File: config.mk
export PLATFORM = sky130hd
export DESIGN_NAME = rom_stream_reader_flat
export DESIGN_NICKNAME = d
export VERILOG_FILES = /design/src/rtl/rom_reader_pkg.sv /design/src/rtl/rom_stream_reader_if.sv /design/src/rtl/rom_rd_fifo.sv /design/src/rtl/rom_rd_fifo_chk.sv /design/src/rtl/rom_stream_reader.sv /design/src/flat_wrapper.sv
export SDC_FILE = /design/constraint.sdc
export NUM_CORES = 1
export LEC_CHECK = 0
export CAP_MARGIN = 10
export CORE_MARGIN = 2
export CORE_UTILIZATION = 35
export CTS_CLUSTER_DIAMETER = 50
export DETAILED_ROUTE_END_ITERATION = 16
export PLACE_DENSITY = 0.6
export SLEW_MARGIN = 25
export SYNTH_ARGS = -nofsm -noshare
export SYNTH_HDL_FRONTEND = slang
export SYNTH_HIERARCHICAL = 1
export SYNTH_SLANG_ARGS = --single-unit
File: constraint.sdc
create_clock -name clk -period 5.1 [get_ports clk]
set_input_delay 1.02 -clock clk [delete_from_list [all_inputs] [get_ports clk]]
set_output_delay 1.02 -clock clk [all_outputs]
set_load 0.01 [all_outputs]
File: src/rtl/rom_reader_pkg.sv
// Shared types and constants for the ROM stream reader and its output FIFO.
package rom_reader_pkg;

  localparam int ROM_ADDR_W = 14;
  localparam int ROM_DATA_W = 24;

  typedef enum logic [1:0] {
    IDLE  = 2'd0,
    RUN   = 2'd1,
    DRAIN = 2'd2
  } state_t;

  // Pointer width for a power-of-two FIFO; never narrower than one bit.
  function automatic int ptr_w(input int depth);
    if (depth <= 2) begin
      return 1;
    end else begin
      return $clog2(depth);
    end
  endfunction

endpackage

File: src/rtl/rom_stream_reader_if.sv
// Request, ROM and output-stream signals of the reader; master is the reader side.
interface rom_stream_reader_if
  import rom_reader_pkg::*;
#(
  parameter int ADDR_W = ROM_ADDR_W,
  parameter int DATA_W = ROM_DATA_W
);
  logic              start;
  logic [ADDR_W-1:0] start_addr;
  logic [ADDR_W:0]   length;
  logic              busy;
  logic              done;
  logic [ADDR_W-1:0] rom_address;
  logic              rom_read_enable;
  logic [DATA_W-1:0] rom_data_out;
  logic [DATA_W-1:0] dout;
  logic              dout_valid;
  logic              dout_ready;

  modport master (
    input  start, start_addr, length, rom_data_out, dout_ready,
    output busy, done, rom_address, rom_read_enable, dout, dout_valid
  );

  modport slave (
    output start, start_addr, length, rom_data_out, dout_ready,
    input  busy, done, rom_address, rom_read_enable, dout, dout_valid
  );
endinterface

File: src/rtl/rom_rd_fifo.sv
// Synchronous FIFO with a cleared storage array so the read port shows zero after reset.
module rom_rd_fifo
  import rom_reader_pkg::*;
#(
  parameter int DEPTH  = 4,
  parameter int DATA_W = ROM_DATA_W
) (
  input  logic                   clk,
  input  logic                   rst,
  input  logic                   push,
  input  logic                   pop,
  input  logic [DATA_W-1:0]      din,
  output logic [DATA_W-1:0]      dout,
  output logic [ptr_w(DEPTH):0]  count,
  output logic                   full,
  output logic                   empty
);
  localparam int PTR_W = ptr_w(DEPTH);

  logic [DATA_W-1:0] mem_r [DEPTH];
  logic [PTR_W-1:0]  wr_ptr_r;
  logic [PTR_W-1:0]  rd_ptr_r;
  logic [PTR_W:0]    count_r;

  // Storage, pointers and occupancy; simultaneous push and pop keep the count.
  always_ff @(posedge clk or posedge rst) begin
    if (rst) begin
      for (int i = 0; i < DEPTH; i++) begin
        mem_r[i] <= {DATA_W{1'b0}};
      end
      wr_ptr_r <= {PTR_W{1'b0}};
      rd_ptr_r <= {PTR_W{1'b0}};
      count_r  <= {(PTR_W+1){1'b0}};
    end else begin
      if (push) begin
        mem_r[wr_ptr_r] <= din;
        wr_ptr_r        <= wr_ptr_r + PTR_W'(1);
      end
      if (pop) begin
        rd_ptr_r <= rd_ptr_r + PTR_W'(1);
      end
      case ({push, pop})
        2'b10:   count_r <= count_r + (PTR_W+1)'(1);
        2'b01:   count_r <= count_r - (PTR_W+1)'(1);
        default: count_r <= count_r;
      endcase
    end
  end

  assign dout  = mem_r[rd_ptr_r];
  assign count = count_r;
  assign full  = (count_r == (PTR_W+1)'(DEPTH));
  assign empty = (count_r == {(PTR_W+1){1'b0}});

  rom_rd_fifo_chk u_chk (
    .clk   (clk),
    .rst   (rst),
    .push  (push),
    .pop   (pop),
    .full  (full),
    .empty (empty)
  );
endmodule

File: src/rtl/rom_rd_fifo_chk.sv
// Simulation-only protocol checks for the output FIFO.
module rom_rd_fifo_chk (
  input logic clk,
  input logic rst,
  input logic push,
  input logic pop,
  input logic full,
  input logic empty
);
  a_no_pop_empty: assert property (@(posedge clk) disable iff (rst) !(pop && empty));
  a_no_push_full: assert property (@(posedge clk) disable iff (rst) !(push && full));
endmodule

File: src/rtl/rom_stream_reader.sv
// Burst read initiator: issues sequential ROM reads, tracks reads in flight and
// streams the returned words out through a small FIFO with backpressure.
module rom_stream_reader
  import rom_reader_pkg::*;
#(
  parameter int ADDR_W     = ROM_ADDR_W,
  parameter int DATA_W     = ROM_DATA_W,
  parameter int FIFO_DEPTH = 4,
  parameter int ROM_LAT    = 1
) (
  input logic                 clk,
  input logic                 rst,
  rom_stream_reader_if.master bus
);
  localparam int CNT_W = ptr_w(FIFO_DEPTH) + 1;
  localparam int OCC_W = CNT_W + $clog2(ROM_LAT + 2);
  localparam logic [ADDR_W:0] LEN_ZERO = {(ADDR_W+1){1'b0}};
  localparam logic [ADDR_W:0] LEN_ONE  = (ADDR_W+1)'(1);

  state_t            state_r, state_next_s;
  logic [ADDR_W:0]   issue_left_r, accept_left_r;
  logic [ROM_LAT-1:0] pend_r;
  logic              busy_r, done_r, rre_r;
  logic [ADDR_W-1:0] addr_r;
  logic [OCC_W-1:0]  occupancy_s;
  logic              issue_next_s, last_xfer_s, push_s, pop_s;
  logic [CNT_W-1:0]  fifo_count_s;
  logic              fifo_full_s, fifo_empty_s;
  logic [DATA_W-1:0] fifo_dout_s;

  assign push_s = pend_r[ROM_LAT-1];
  assign pop_s  = !fifo_empty_s && bus.dout_ready;

  // Reads in flight count against FIFO space so a returning word always fits.
  always_comb begin
    occupancy_s = OCC_W'(fifo_count_s) + OCC_W'(rre_r);
    for (int i = 0; i < ROM_LAT; i++) begin
      occupancy_s = occupancy_s + OCC_W'(pend_r[i]);
    end
    issue_next_s = (state_r == RUN) && (issue_left_r != LEN_ZERO) && !fifo_full_s
                   && (occupancy_s < OCC_W'(FIFO_DEPTH));
    last_xfer_s  = (state_r != IDLE) && pop_s && (accept_left_r == LEN_ONE);
  end

  // Next-state decode.
  always_comb begin
    state_next_s = state_r;
    case (state_r)
      IDLE: begin
        if (bus.start && (bus.length != LEN_ZERO)) state_next_s = RUN;
        else                                       state_next_s = IDLE;
      end
      RUN: begin
        if (last_xfer_s)                                    state_next_s = IDLE;
        else if ((issue_left_r == LEN_ZERO) ||
                 (issue_next_s && (issue_left_r == LEN_ONE))) state_next_s = DRAIN;
        else                                                state_next_s = RUN;
      end
      DRAIN: begin
        if (last_xfer_s) state_next_s = IDLE;
        else             state_next_s = DRAIN;
      end
      default: state_next_s = IDLE;
    endcase
  end

  // State register.
  always_ff @(posedge clk or posedge rst) begin
    if (rst) state_r <= IDLE;
    else     state_r <= state_next_s;
  end

  // Counters, ROM strobe/address, in-flight flags and status outputs.
  always_ff @(posedge clk or posedge rst) begin
    if (rst) begin
      issue_left_r  <= LEN_ZERO;
      accept_left_r <= LEN_ZERO;
      pend_r        <= {ROM_LAT{1'b0}};
      busy_r        <= 1'b0;
      done_r        <= 1'b0;
      rre_r         <= 1'b0;
      addr_r        <= {ADDR_W{1'b0}};
    end else begin
      pend_r[0] <= rre_r;
      for (int i = 1; i < ROM_LAT; i++) begin
        pend_r[i] <= pend_r[i-1];
      end
      if (pop_s) begin
        accept_left_r <= accept_left_r - LEN_ONE;
      end
      case (state_r)
        IDLE: begin
          busy_r <= bus.start && (bus.length != LEN_ZERO);
          done_r <= bus.start && (bus.length == LEN_ZERO);
          rre_r  <= bus.start && (bus.length != LEN_ZERO);
          if (bus.start && (bus.length != LEN_ZERO)) begin
            addr_r        <= bus.start_addr;
            issue_left_r  <= bus.length - LEN_ONE;
            accept_left_r <= bus.length;
          end
        end
        default: begin
          busy_r <= 1'b1;
          done_r <= last_xfer_s;
          rre_r  <= issue_next_s;
          if (issue_next_s) begin
            addr_r       <= addr_r + ADDR_W'(1);
            issue_left_r <= issue_left_r - LEN_ONE;
          end
        end
      endcase
    end
  end

  rom_rd_fifo #(.DEPTH(FIFO_DEPTH), .DATA_W(DATA_W)) u_fifo (
    .clk   (clk),
    .rst   (rst),
    .push  (push_s),
    .pop   (pop_s),
    .din   (bus.rom_data_out),
    .dout  (fifo_dout_s),
    .count (fifo_count_s),
    .full  (fifo_full_s),
    .empty (fifo_empty_s)
  );

  assign bus.busy            = busy_r;
  assign bus.done            = done_r;
  assign bus.rom_read_enable = rre_r;
  assign bus.rom_address     = addr_r;
  assign bus.dout            = fifo_dout_s;
  assign bus.dout_valid      = !fifo_empty_s;
endmodule

File: src/flat_wrapper.sv
// flat-port wrapper written by rule: the top's interface ports become plain ports
module rom_stream_reader_flat import rom_reader_pkg::*;
#(
  parameter int ADDR_W     = ROM_ADDR_W,
  parameter int DATA_W     = ROM_DATA_W,
  parameter int FIFO_DEPTH = 4,
  parameter int ROM_LAT    = 1
)
  (clk, rst, bus_start, bus_start_addr, bus_length, bus_rom_data_out, bus_dout_ready, bus_busy, bus_done, bus_rom_address, bus_rom_read_enable, bus_dout, bus_dout_valid);
  rom_stream_reader_if #(.ADDR_W(ADDR_W), .DATA_W(DATA_W)) bus_i ();
  input logic clk;
  input logic rst;
  input wire logic [$bits(bus_i.start)-1:0] bus_start;
  input wire logic [$bits(bus_i.start_addr)-1:0] bus_start_addr;
  input wire logic [$bits(bus_i.length)-1:0] bus_length;
  input wire logic [$bits(bus_i.rom_data_out)-1:0] bus_rom_data_out;
  input wire logic [$bits(bus_i.dout_ready)-1:0] bus_dout_ready;
  output wire logic [$bits(bus_i.busy)-1:0] bus_busy;
  output wire logic [$bits(bus_i.done)-1:0] bus_done;
  output wire logic [$bits(bus_i.rom_address)-1:0] bus_rom_address;
  output wire logic [$bits(bus_i.rom_read_enable)-1:0] bus_rom_read_enable;
  output wire logic [$bits(bus_i.dout)-1:0] bus_dout;
  output wire logic [$bits(bus_i.dout_valid)-1:0] bus_dout_valid;
  assign bus_i.start = bus_start;
  assign bus_i.start_addr = bus_start_addr;
  assign bus_i.length = bus_length;
  assign bus_i.rom_data_out = bus_rom_data_out;
  assign bus_i.dout_ready = bus_dout_ready;
  assign bus_busy = bus_i.busy;
  assign bus_done = bus_i.done;
  assign bus_rom_address = bus_i.rom_address;
  assign bus_rom_read_enable = bus_i.rom_read_enable;
  assign bus_dout = bus_i.dout;
  assign bus_dout_valid = bus_i.dout_valid;
  rom_stream_reader #(.ADDR_W(ADDR_W), .DATA_W(DATA_W), .FIFO_DEPTH(FIFO_DEPTH), .ROM_LAT(ROM_LAT)) u_core (.clk(clk), .rst(rst), .bus(bus_i));
endmodule
==> results_tabular.tex, run 1 <==
\begin{tabular}{lr}
\hline
Metric & Value \\
\hline
\multicolumn{2}{l}{\textbf{Status}} \\
\quad Outcome & complete, no violations \\
\multicolumn{2}{l}{\textbf{Power}} \\
\quad Pwr Density & 652 nW/um\^{}2 \\
\quad VDD IR-drop max & around 250 uV \\
\quad Leak & 3.84 nW \\
\quad Overall power of the completed layout & $\sim$0.0062 W \\
\multicolumn{2}{l}{\textbf{Worst setup path}} \\
\quad Startpoint of the most critical setup path & u\_core/u\_fifo/rd\_ptr\_r[0]\$\_DFFE\_PP0P\_ \\
\quad Reg-to-reg startpoint & u\_core/pend\_r\$\_DFF\_PP0\_ \\
\quad Critical Path Source Type & flop \\
\quad Kind of end point of the critical path & primary output \\
\quad Crit-path max FO & 26 \\
\quad Crit Path Category & reg2out \\
\quad Data required time at the worst endpoint & around 4 ns \\
\quad Crit path DAT & about 2.6 ns \\
\multicolumn{2}{l}{\textbf{Route}} \\
\quad Average wire per cell in the routed design & 18.5 um \\
\quad Count of routing violations after the opening detailed-route iteration & 395 \\
\quad Aggregate routed wire length & 19.0 mm \\
\quad Vias per Instance & around 5.5 \\
\quad Antenna Violating Nets Remaining & 0 \\
\quad Total number of vias & between 5000 and 6000 \\
\quad Remaining design rule violation count & 0 \\
\quad Number of search-and-repair iterations in the first detailed-routing pass & 5 \\
\multicolumn{2}{l}{\textbf{Clock network}} \\
\quad Cts bufs inserted & 17 \\
\quad Number of buffers on the longest clock path & 2 \\
\quad Cell chosen for the clock root & sky130\_fd\_sc\_hd\_\_clkbuf\_16 \\
\quad Clock slew at the register clock pins of the worst setup and hold paths & 0.06 ns \\
\quad CTS HTree Levels & 4 \\
\quad Clock insertion delay at the later pin of the skew report & 0.43 ns \\
\quad TritonCTS clock tree & yes \\
\quad Clock tree sinks & around 150 \\
\quad Post-CTS Repair Setup Buffers & 0 \\
\quad Post\_cts resized & 0 \\
\quad Hold Buf Count CTS & 0 \\
\multicolumn{2}{l}{\textbf{Synth}} \\
\quad Async set-or-reset flop fraction in the synthesized netlist & 100\% \\
\quad Flops \& latches, synth & 153 \\
\quad Ys flop type & sky130\_fd\_sc\_hd\_\_dfrtp\_1 \\
\quad Leading post-synthesis cells by cell area & sky130\_fd\_sc\_hd\_\_dfrtp\_1, sky130\_fd\_sc\_hd\_\_mux2\_2, sky130\_fd\_sc\_hd\_\_mux4\_2, sky130\_fd\_sc\_hd\_\_o21ai\_0, sky130\_fd\_sc\_hd\_\_ha\_1 \\
\quad Mean Syn Cell Area & $\sim$12 sq um \\
\quad Library cell with the highest instance count after synthesis & sky130\_fd\_sc\_hd\_\_dfrtp\_1 \\
\quad Portion of the post-synthesis area used by sequential elements & 48.6\% \\
\quad Library cells used by synthesis & 60 \\
\quad Summed instance area of the synthesized netlist & a little under 8000 sq um \\
\quad Post-Syn Nets & a little over 700 \\
\quad Most area-hungry cell type in the Yosys netlist & sky130\_fd\_sc\_hd\_\_dfrtp\_1 \\
\quad Number of synthesized flops with an enable pin & 0 \\
\quad Number of instances in the synthesized netlist & 641 \\
\quad Synth warn & 6 \\
\quad Fraction of synthesized cell area taken by the top area cell type & a little under 50\% \\
\quad Commonest cells post-synth & sky130\_fd\_sc\_hd\_\_dfrtp\_1, sky130\_fd\_sc\_hd\_\_mux2\_2, sky130\_fd\_sc\_hd\_\_nand2\_1 \\
\multicolumn{2}{l}{\textbf{Final layout}} \\
\quad Total non-filler cell area in the finished layout & 9550 sq um \\
\quad Fin nets & 801 \\
\quad Share of post-route cells with drive strength above 1 & between 20\% and 30\% \\
\quad Antenna diode count & 0 \\
\quad Syn-to-layout area delta & 21.3\% \\
\multicolumn{2}{l}{\textbf{Floorplan}} \\
\quad Vertical die dimension & 154 um \\
\quad Area of the core region & 22000 sq um \\
\quad Overall die width & 154 um \\
\quad Number of core rows & 54 \\
\quad Initial core utilization & a little over a third \\
\quad Number of top-level design ports & 99 \\
\quad Total Die Area & roughly 24000 sq um \\
\multicolumn{2}{l}{\textbf{Timing}} \\
\quad Relative max-transition margin & 31.9\% \\
\quad Clock tree skew after final layout & 0.0101 ns \\
\quad Tmin final & 3.59 ns \\
\quad Count of endpoints failing hold in the final timing report & 0 \\
\quad Number of pins exceeding their max-slew limit in the final report & 0 \\
\quad Final-report setup violation count & 0 \\
\quad Total negative slack for setup checks & 0 ns \\
\quad Fmax & 279 MHz \\
\quad Final cycle utilization of the critical path & 70.4\% \\
\quad Setup repair after global routing missed its margin & false \\
\quad Final setup slack of the worst path & 1.51 ns \\
\quad Least-Margin Pin Slew & 1.02 ns \\
\multicolumn{2}{l}{\textbf{Global routing}} \\
\quad Pin count of the biggest net entering global routing & 77 \\
\quad Number of antenna violations at the first check in global routing & 0 \\
\quad Vias in the first global route & 6026 \\
\quad Overall overflow remaining after global route & 0 \\
\quad Wire length of the first global-routing pass & 31.8 mm \\
\quad Total global routing track utilization & 16.7\% \\
\multicolumn{2}{l}{\textbf{Run}} \\
\quad Max-cap check violation count & 0 \\
\multicolumn{2}{l}{\textbf{Place}} \\
\quad Final Wtd Congestion & 0.820 \\
\quad Final HPWL from detailed placement & 12.6 mm \\
\quad Placed inst area & 8990 sq um \\
\quad Pre-CTS WS & 1.08 ns \\
\quad \# port buffers & 98 \\
\multicolumn{2}{l}{\textbf{Min path}} \\
\quad HP Class & reg2reg \\
\quad Hold Crit Start & u\_core/bus.rom\_read\_enable\$\_DFF\_PP0\_ \\
\hline
\end{tabular}
worst max-delay path, stage by stage (launching register included):
cell and delay (ns):
sky130_fd_sc_hd__dfrtp_2 0.95, sky130_fd_sc_hd__mux4_1 0.68, sky130_fd_sc_hd__clkdlybuf4s50_1 0.51
where the power goes:
part | leakage (nW) | internal [W] | switching (W)
sequential | 1.79 | 0.00182 | 0.000500
clock | 0.263 | 0.000647 | 0.000536
combinational | 1.78 | 0.00154 | 0.00117
layout make-up:
cell class,instances,area [sq um]
clock inverters,13,109
repair buffers,104,1030
fillers,2054,12400
inverters,25,101
well taps,280,350
flip-flops and latches,153,3830
multi-input cells,429,3690
clock buffers,19,443
cell usage in the layout (no fill, tap or decap), types with 8 or more instances in the layout:
cell / synthesis / final
sky130_fd_sc_hd__a21oi_1: 19 / 19
sky130_fd_sc_hd__a22o_1: 9 / 9
sky130_fd_sc_hd__clkbuf_16: 0 / 17
sky130_fd_sc_hd__clkdlybuf4s50_1: 0 / 98
sky130_fd_sc_hd__dfrtp_1: 153 / 152
sky130_fd_sc_hd__ha_1: 13 / 13
sky130_fd_sc_hd__inv_1: 24 / 22
sky130_fd_sc_hd__mux2_2: 97 / 97
sky130_fd_sc_hd__mux4_2: 18 / 18
sky130_fd_sc_hd__nand2_1: 38 / 38
sky130_fd_sc_hd__nand3_1: 10 / 10
sky130_fd_sc_hd__nor2_1: 22 / 21
sky130_fd_sc_hd__nor3_1: 18 / 18
sky130_fd_sc_hd__o21ai_0: 37 / 37
sky130_fd_sc_hd__o22ai_1: 14 / 14
sky130_fd_sc_hd__o2bb2ai_1: 8 / 8
sky130_fd_sc_hd__or3_1: 11 / 11
sky130_fd_sc_hd__or4_1: 8 / 8
sky130_fd_sc_hd__xnor2_1: 15 / 15
sky130_fd_sc_hd__xor2_1: 13 / 13
metal layers:
metal	up-vias	share of wire, %	track usage, %
met1	2848	44	21.4
met4	0	1.6	4.94
met3	30	4.6	3.61
met2	162	50	28.6
li1	2568	-	-
met5	-	0	0
cell families (layout without fill, tap and decap cells):
family,after synthesis,count (layout),share of synthesized area [%]
xor+xnor,28,28,3.12
flops,153,153,48.6
simple gates,139,139,9.40
buf+inv,59,161,4.53
compound gates,125,125,10.7
mux,123,123,21.3
fa+ha+maj,14,14,2.32
sequential cells by signal, indices dropped and copies added (netlist names):
signal and count:
u_core/bus.done 1, u_core/u_fifo/rd_ptr_r 2, u_core/bus.rom_read_enable 1, u_core/state_r 2, u_core/u_fifo/mem_r 96, u_core/u_fifo/count 3, u_core/issue_left_r 15, u_core/pend_r 1
u_core/accept_left_r 15, u_core/u_fifo/wr_ptr_r 2, u_core/bus.rom_address 14, u_core/bus.busy 1
path summary, 6_finish.rpt:
| path | slack, ns | cells past startpoint | end |
|---|---|---|---|
| max | 1.51 | 2 | bus_dout[13] |
| min | 0.47 | 0 | u_core/pend_r$_DFF_PP0_ |
| min reg2reg | 0.47 | 0 | u_core/pend_r$_DFF_PP0_ |
| max reg2reg | 1.65 | 7 | u_core/accept_left_r[0]$_DFF_PP0_ |
| max in group asynchronous | 3.09 | 3 | u_core/u_fifo/mem_r[87]$_DFFE_PP0P_ |
| min in group asynchronous | 1.14 | 2 | u_core/u_fifo/mem_r[4]$_DFFE_PP0P_ |
metrics by stage:
step,util (%),hold WS (ns),instances
2_1_floorplan,-,0.435,641
3_3_place_gp,40.9,0.476,991
4_1_cts,43.5,0.493,1023
6_report,43.5,0.470,1023
5_1_grt,43.5,0.508,1023
3_5_place_dp,41.0,0.473,991
Power figures use the tool's default switching activity.
==> run 2: changes to the inputs <==
--- a/config.mk
+++ b/config.mk
@@ -10,7 +10,7 @@
 export CORE_UTILIZATION = 35
 export CTS_CLUSTER_DIAMETER = 50
 export DETAILED_ROUTE_END_ITERATION = 16
-export PLACE_DENSITY = 0.6
+export PLACE_DENSITY = 0.62
 export SLEW_MARGIN = 25
 export SYNTH_ARGS = -nofsm -noshare
 export SYNTH_HDL_FRONTEND = slang
==> constraint.sdc (replaced) <==
create_clock -name clk -period 2.9 [get_ports clk]
set_input_delay 0.58 -clock clk [delete_from_list [all_inputs] [get_ports clk]]
set_output_delay 0.58 -clock clk [all_outputs]
set_load 0.01 [all_outputs]
==> results_tabular.tex, run 2 (synthesis results as in run 1) <==
\begin{tabular}{lr}
\hline
Metric & Value \\
\hline
\multicolumn{2}{l}{\textbf{Min path}} \\
\quad HP Class & reg2reg \\
\quad Sink of the worst hold path & u\_core/pend\_r\$\_DFF\_PP0\_ \\
\quad Hold Crit Start & u\_core/bus.rom\_read\_enable\$\_DFF\_PP0\_ \\
\quad Hold path cells & 0 \\
\multicolumn{2}{l}{\textbf{Worst setup path}} \\
\quad Combined buffer and inverter count along the critical path & 2 \\
\quad Kind of cell adding the most delay to the critical path & buffers and inverters \\
\quad Slack of the worst reg-to-reg path & 0.41 ns \\
\quad Data required time at the worst endpoint & 2.32 ns \\
\quad Critical Path Source Type & flop \\
\quad Cells on worst reg2reg path & 8 \\
\quad Cell Chain, Critical Path & buf\_12 > mux4\_1 > clkdlybuf4s50\_1 \\
\quad Maximum cell stage delay along the critical path & 0.62 ns \\
\quad Crit-path max FO & 26 \\
\quad Cell with the largest stage delay on the worst path & sky130\_fd\_sc\_hd\_\_mux4\_1 \\
\quad Reg-to-reg startpoint & u\_core/pend\_r\$\_DFF\_PP0\_ \\
\quad Crit path DAT & $\sim$2.2 ns \\
\quad Kind of end point of the critical path & primary output \\
\quad Reg2reg end & u\_core/issue\_left\_r[5]\$\_DFFE\_PP0P\_ \\
\quad Crit Path Category & reg2out \\
\multicolumn{2}{l}{\textbf{Floorplan}} \\
\quad Area of the core region & 22000 sq um \\
\quad Number of core rows & between 50 and 60 \\
\quad Number of top-level design ports & approximately 100 \\
\quad Overall die width & 154 um \\
\quad Vertical die dimension & between 150 and 200 um \\
\quad Total Die Area & 23700 sq um \\
\quad Initial core utilization & 35.8\% \\
\multicolumn{2}{l}{\textbf{Global routing}} \\
\quad Number of antenna violations at the first check in global routing & 0 \\
\quad Total global routing track utilization & between 10\% and 20\% \\
\quad Pin count of the biggest net entering global routing & 45 \\
\quad Vias in the first global route & 5787 \\
\quad Wire length of the first global-routing pass & roughly 30 mm \\
\quad Overall overflow remaining after global route & 0 \\
\multicolumn{2}{l}{\textbf{Route}} \\
\quad Remaining design rule violation count & 0 \\
\quad Average wire per cell in the routed design & about 17 um \\
\quad Aggregate routed wire length & 18.1 mm \\
\quad Number of search-and-repair iterations in the first detailed-routing pass & 5 \\
\quad Vias per Instance & 5.26 \\
\quad Antenna Violating Nets Remaining & 0 \\
\quad Total number of vias & 5568 \\
\quad Count of routing violations after the opening detailed-route iteration & between 300 and 400 \\
\multicolumn{2}{l}{\textbf{Timing}} \\
\quad Setup repair after global routing missed its margin & false \\
\quad Final cycle utilization of the critical path & 94.3\% \\
\quad Least-Margin Pin Slew & 0.726 ns \\
\quad Final-report setup violation count & 0 \\
\quad Total negative slack for setup checks & 0 ns \\
\quad Fmax & roughly 370 MHz \\
\quad Tmin final & between 2 and 3 ns \\
\quad Clock tree skew after final layout & 0.0133 ns \\
\quad Number of pins exceeding their max-slew limit in the final report & 0 \\
\quad Count of endpoints failing hold in the final timing report & 0 \\
\quad Relative max-transition margin & 51.4\% \\
\multicolumn{2}{l}{\textbf{Place}} \\
\quad Final HPWL from detailed placement & roughly 12 mm \\
\quad Final Wtd Congestion & approximately 0.81 \\
\quad \# port buffers & 98 \\
\quad Placed inst area & between 9000 and 10000 sq um \\
\multicolumn{2}{l}{\textbf{Power}} \\
\quad Overall power of the completed layout & 0.0111 W \\
\quad VDD IR-drop max & 438 uV \\
\quad Pwr Density & around 1100 nW/um\^{}2 \\
\quad Leak & about 4.1 nW \\
\multicolumn{2}{l}{\textbf{Clock network}} \\
\quad Post\_cts resized & 0 \\
\quad Number of buffers on the longest clock path & 2 \\
\quad CTS HTree Levels & 4 \\
\quad Post-CTS Repair Setup Buffers & 0 \\
\quad TritonCTS clock tree & yes \\
\quad Cts bufs inserted & 17 \\
\quad Hold Buf Count CTS & 0 \\
\quad Clock slew at the register clock pins of the worst setup and hold paths & 0.07 ns \\
\quad Cell chosen for the clock root & sky130\_fd\_sc\_hd\_\_clkbuf\_16 \\
\quad Clock insertion delay at the later pin of the skew report & about 0.43 ns \\
\quad Clock tree sinks & 153 \\
\multicolumn{2}{l}{\textbf{Final layout}} \\
\quad Most used cells in the layout excluding fill and tap cells & sky130\_fd\_sc\_hd\_\_dfrtp\_1, sky130\_fd\_sc\_hd\_\_clkdlybuf4s50\_1, sky130\_fd\_sc\_hd\_\_mux2\_2 \\
\quad Total non-filler cell area in the finished layout & roughly 9900 sq um \\
\quad Registers with the highest flip-flop counts & u\_core/u\_fifo/mem\_r: 96 flops, u\_core/accept\_left\_r: 15 flops, u\_core/issue\_left\_r: 15 flops \\
\quad Reg with most FFs & u\_core/u\_fifo/mem\_r \\
\quad Most common cell after layout, fill and taps aside & sky130\_fd\_sc\_hd\_\_dfrtp\_1 \\
\quad Syn-to-layout area delta & 26.3\% \\
\quad Antenna diode count & 0 \\
\quad Share of post-route cells with drive strength above 1 & 26.4\% \\
\quad Number of flip-flops in the largest register & 96 \\
\quad Fin nets & 837 \\
\multicolumn{2}{l}{\textbf{Run}} \\
\quad Max-cap check violation count & 0 \\
\multicolumn{2}{l}{\textbf{Status}} \\
\quad Outcome & complete, no violations \\
\hline
\end{tabular}
==> run 2: cell types whose count changed in the layout (fill, tap and decap cells not counted), sizes merged <==
cell    change
buf        +36
clkbuf      -2
clkinv      +1
inv         +1
==> run 2: metal layers <==
| layer | up-vias | wire length (um) | global-route usage, % |
|---|---|---|---|
| li1 | 2647 | - | - |
| met1 | 2767 | 8280 | 20.7 |
| met2 | 141 | 8850 | 26.7 |
| met3 | 13 | 794 | 3.61 |
| met4 | 0 | 153 | 4.32 |
| met5 | - | 0 | 0 |
==> run 2: how the worst max path moves through the flow <==
| stage | from | endpoint | slack (ns) | cells past startpoint |
|---|---|---|---|---|
| final | u_core/u_fifo/rd_ptr_r[0]$_DFFE_PP0P_ | bus_dout[12] | 0.17 | 3 |
| after floorplan | bus_length[0] | u_core/accept_left_r[8]$_DFF_PP0_ | 0.30 | 8 |
| after detailed placement | bus_length[0] | u_core/bus.rom_address[4]$_DFFE_PP0P_ | -0.17 | 9 |
| after global placement | bus_length[0] | u_core/bus.rom_address[4]$_DFFE_PP0P_ | -0.11 | 9 |
| after global routing | u_core/u_fifo/rd_ptr_r[0]$_DFFE_PP0P_ | bus_dout[9] | 0.08 | 3 |
| after CTS | u_core/u_fifo/rd_ptr_r[0]$_DFFE_PP0P_ | bus_dout[12] | 0.13 | 3 |
==> run 2: power by group <==
group | total (W) | leakage, nW | switching (W) | internal [W]
clock | 0.00223 | 0.287 | 0.00107 | 0.00117
combinational | 0.00497 | 1.98 | 0.00212 | 0.00285
sequential | 0.00393 | 1.79 | 0.000732 | 0.00320
==> run 2: cell type report <==
class                           instances  area [sq um]
Sequential cell                       153          3830
Clock buffer                           17           425
Multi-Input combinational cell        429          3690
Inverter                               25          97.6
Timing Repair Buffer                  140          1370
Tap cell                              280           350
Clock inverter                         15           174
Fill cell                            2019         12000
==> run 2: per-stage QoR <==
stage	worst slack, ns	instances	hold slack, ns	utilization, %
floorplan	0.296	641	0.435	-
global placement	-0.109	1027	0.437	42.5
detailed placement	-0.173	1027	0.438	42.5
CTS	0.131	1059	0.457	45.3
global route	0.0798	1059	0.455	45.3
finish	0.167	1059	0.438	45.3
==> run 3: changes to the inputs <==
--- a/config.mk
+++ b/config.mk
@@ -10,7 +10,8 @@
 export CORE_UTILIZATION = 35
 export CTS_CLUSTER_DIAMETER = 50
 export DETAILED_ROUTE_END_ITERATION = 16
-export PLACE_DENSITY = 0.62
+export PLACE_DENSITY_LB_ADDON = 0.15
+export SKIP_LAST_GASP = 1
 export SLEW_MARGIN = 25
 export SYNTH_ARGS = -nofsm -noshare
 export SYNTH_HDL_FRONTEND = slang
==> results_tabular.tex, run 3 (synthesis results as in run 1) <==
\begin{tabular}{lr}
\hline
Metric & Value \\
\hline
\multicolumn{2}{l}{\textbf{Clock network}} \\
\quad Hold Buf Count CTS & 0 \\
\quad Clock insertion delay at the later pin of the skew report & 0.42 ns \\
\quad CTS HTree Levels & 4 \\
\quad Clock slew at the register clock pins of the worst setup and hold paths & 0.06 ns \\
\quad Clock tree sinks & 153 \\
\quad Cell chosen for the clock root & sky130\_fd\_sc\_hd\_\_clkbuf\_16 \\
\quad Cts bufs inserted & 17 \\
\quad TritonCTS clock tree & yes \\
\quad Number of buffers on the longest clock path & 2 \\
\multicolumn{2}{l}{\textbf{Power}} \\
\quad Leak & slightly above 4 nW \\
\quad Sw Ratio & 34.1\% \\
\quad VDD IR-drop max & 436 uV \\
\quad Pwr Density & between 1000 and 1500 nW/um\^{}2 \\
\quad Internal Dissipation & 0.00748 W \\
\quad Clock network power share & 19.9\% \\
\quad Combinational share of power & a little under half \\
\quad Net Sw Power & 0.00387 W \\
\quad Sequential cell fraction of total power & 34.7\% \\
\quad Overall power of the completed layout & 0.0113 W \\
\multicolumn{2}{l}{\textbf{Route}} \\
\quad Antenna Violating Nets Remaining & 0 \\
\quad Aggregate routed wire length & 19.3 mm \\
\quad Number of search-and-repair iterations in the first detailed-routing pass & 5 \\
\quad Vias per Instance & 5.37 \\
\quad Total number of vias & 5730 \\
\quad Average wire per cell in the routed design & 18.1 um \\
\quad Remaining design rule violation count & 0 \\
\quad Count of routing violations after the opening detailed-route iteration & approximately 320 \\
\multicolumn{2}{l}{\textbf{Timing}} \\
\quad Final-report setup violation count & 0 \\
\quad Count of endpoints failing hold in the final timing report & 0 \\
\quad Final setup slack of the worst path & 0.194 ns \\
\quad Min Hold Slack & 0.456 ns \\
\quad Clock tree skew after final layout & around 0.011 ns \\
\quad Final cycle utilization of the critical path & 93.3\% \\
\quad Relative max-transition margin & 48.5\% \\
\quad Least-Margin Pin Slew & just under 0.8 ns \\
\quad Number of pins exceeding their max-slew limit in the final report & 0 \\
\quad Fmax & 370 MHz \\
\quad Setup repair after global routing missed its margin & false \\
\quad Tmin final & between 2 and 3 ns \\
\multicolumn{2}{l}{\textbf{Place}} \\
\quad \# port buffers & 98 \\
\quad Final HPWL from detailed placement & 13.6 mm \\
\quad Placed inst area & 9400 sq um \\
\quad Pre-CTS WS & -0.206 ns \\
\quad Final Wtd Congestion & 0.832 \\
\multicolumn{2}{l}{\textbf{Final layout}} \\
\quad Number of fill cells in the layout & 1965 \\
\quad Most used cells in the layout excluding fill and tap cells & sky130\_fd\_sc\_hd\_\_dfrtp\_1, sky130\_fd\_sc\_hd\_\_clkdlybuf4s50\_1, sky130\_fd\_sc\_hd\_\_mux2\_2 \\
\quad Reg with most FFs & u\_core/u\_fifo/mem\_r \\
\quad Syn-to-layout area delta & 27.2\% \\
\quad Number of flip-flops in the largest register & 96 \\
\quad Antenna diode count & 0 \\
\quad Most common cell after layout, fill and taps aside & sky130\_fd\_sc\_hd\_\_dfrtp\_1 \\
\quad Share of post-route cells with drive strength above 1 & between 20\% and 30\% \\
\quad Total non-filler cell area in the finished layout & 10000 sq um \\
\quad Layout Utilization & a little under half \\
\quad Registers with the highest flip-flop counts & u\_core/u\_fifo/mem\_r: 96 flops, u\_core/accept\_left\_r: 15 flops, u\_core/issue\_left\_r: 15 flops \\
\quad Fin nets & $\sim$850 \\
\multicolumn{2}{l}{\textbf{Worst setup path}} \\
\quad Data required time at the worst endpoint & roughly 2.3 ns \\
\quad Crit-path max FO & 19 \\
\quad Crit path DAT & 2.13 ns \\
\quad Cell Chain, Critical Path & buf\_12 > mux4\_1 > clkdlybuf4s50\_1 \\
\quad Maximum cell stage delay along the critical path & 0.61 ns \\
\quad Slack of the worst reg-to-reg path & 0.31 ns \\
\quad Kind of end point of the critical path & primary output \\
\quad Combined buffer and inverter count along the critical path & 2 \\
\quad Kind of cell adding the most delay to the critical path & buffers and inverters \\
\quad Crit Path Category & reg2out \\
\quad Cell with the largest stage delay on the worst path & sky130\_fd\_sc\_hd\_\_mux4\_1 \\
\quad Critical Path Source Type & flop \\
\multicolumn{2}{l}{\textbf{Floorplan}} \\
\quad Vertical die dimension & 154 um \\
\quad Initial core utilization & between 30\% and 40\% \\
\quad Overall die width & 154 um \\
\quad Total Die Area & 23700 sq um \\
\quad Area of the core region & 22000 sq um \\
\quad Number of core rows & 54 \\
\quad Number of top-level design ports & 99 \\
\multicolumn{2}{l}{\textbf{Global routing}} \\
\quad Number of antenna violations at the first check in global routing & 0 \\
\quad Wire length of the first global-routing pass & about 32 mm \\
\quad Pin count of the biggest net entering global routing & 40 \\
\quad Vias in the first global route & between 6000 and 7000 \\
\quad Overall overflow remaining after global route & 0 \\
\quad Total global routing track utilization & 16.9\% \\
\multicolumn{2}{l}{\textbf{Run}} \\
\quad Max-cap check violation count & 0 \\
\multicolumn{2}{l}{\textbf{Status}} \\
\quad Outcome & complete, no violations \\
\multicolumn{2}{l}{\textbf{Min path}} \\
\quad HP Class & reg2reg \\
\hline
\end{tabular}
-- run 3: cell types whose count changed in the layout (fill, tap and decap cells not counted), sizes merged --
cell    delta
inv        -4
clkbuf     +4
clkinv     -2
buf        +8
bufinv     +2
-- run 3: area by class of cell --
type / count / area (sq um) / area share, %
clock buffer: 21 / 470 / 4.70
clock inverter: 11 / 135 / 1.35
inverter: 25 / 97.6 / 0.975
multi-input combinational: 429 / 3690 / 36.8
sequential: 153 / 3830 / 38.2
tap: 280 / 350 / 3.50
timing repair buffer: 148 / 1440 / 14.4
-- run 3: stage by stage --
step / TNS [ns] / cells
3_5_place_dp: -4.79 / 1034
3_3_place_gp: -1.92 / 1034
6_report: 0 / 1067
4_1_cts: 0 / 1067
5_1_grt: 0 / 1067
2_1_floorplan: 0 / 641
-- run 3: worst paths after layout --
check,end,depth (start not counted),start
worst max-delay path,bus_dout[9],3,u_core/u_fifo/rd_ptr_r[0]$_DFFE_PP0P_
worst min-delay path,u_core/pend_r$_DFF_PP0_,0,u_core/bus.rom_read_enable$_DFF_PP0_
worst max register to register,u_core/bus.rom_address[1]$_DFFE_PP0P_,9,u_core/u_fifo/count[0]$_DFFE_PP0P_
worst min register to register,u_core/pend_r$_DFF_PP0_,0,u_core/bus.rom_read_enable$_DFF_PP0_
max in group asynchronous,u_core/bus.busy$_DFF_PP0_,3,rst
min in group asynchronous,u_core/issue_left_r[7]$_DFFE_PP0P_,2,rst
-- run 3: power groups by stage --
stage	Sequential (W)	Combinational, W	Clock [W]
detailed placement	0.00400	0.00518	0
CTS	0.00394	0.00523	0.00232
global route	0.00407	0.00560	0.00241
floorplan	0.00375	0.00343	0
finish	0.00394	0.00514	0.00226
global placement	0.00390	0.00505	0
-- run 3: what timing repair did --
action	in CTS	in global routing
resized for setup	0	0
setup endpoints to repair	3	0
buffers inserted	1	0
-- run 3: per-layer routing --
metal	global-route usage (%)	vias to the layer above	share of wire, %
li1	-	2655	-
met1	21.3	2908	44
met2	29.5	133	51
met3	2.68	34	3.1
met4	5.92	0	1.9
met5	0	-	0
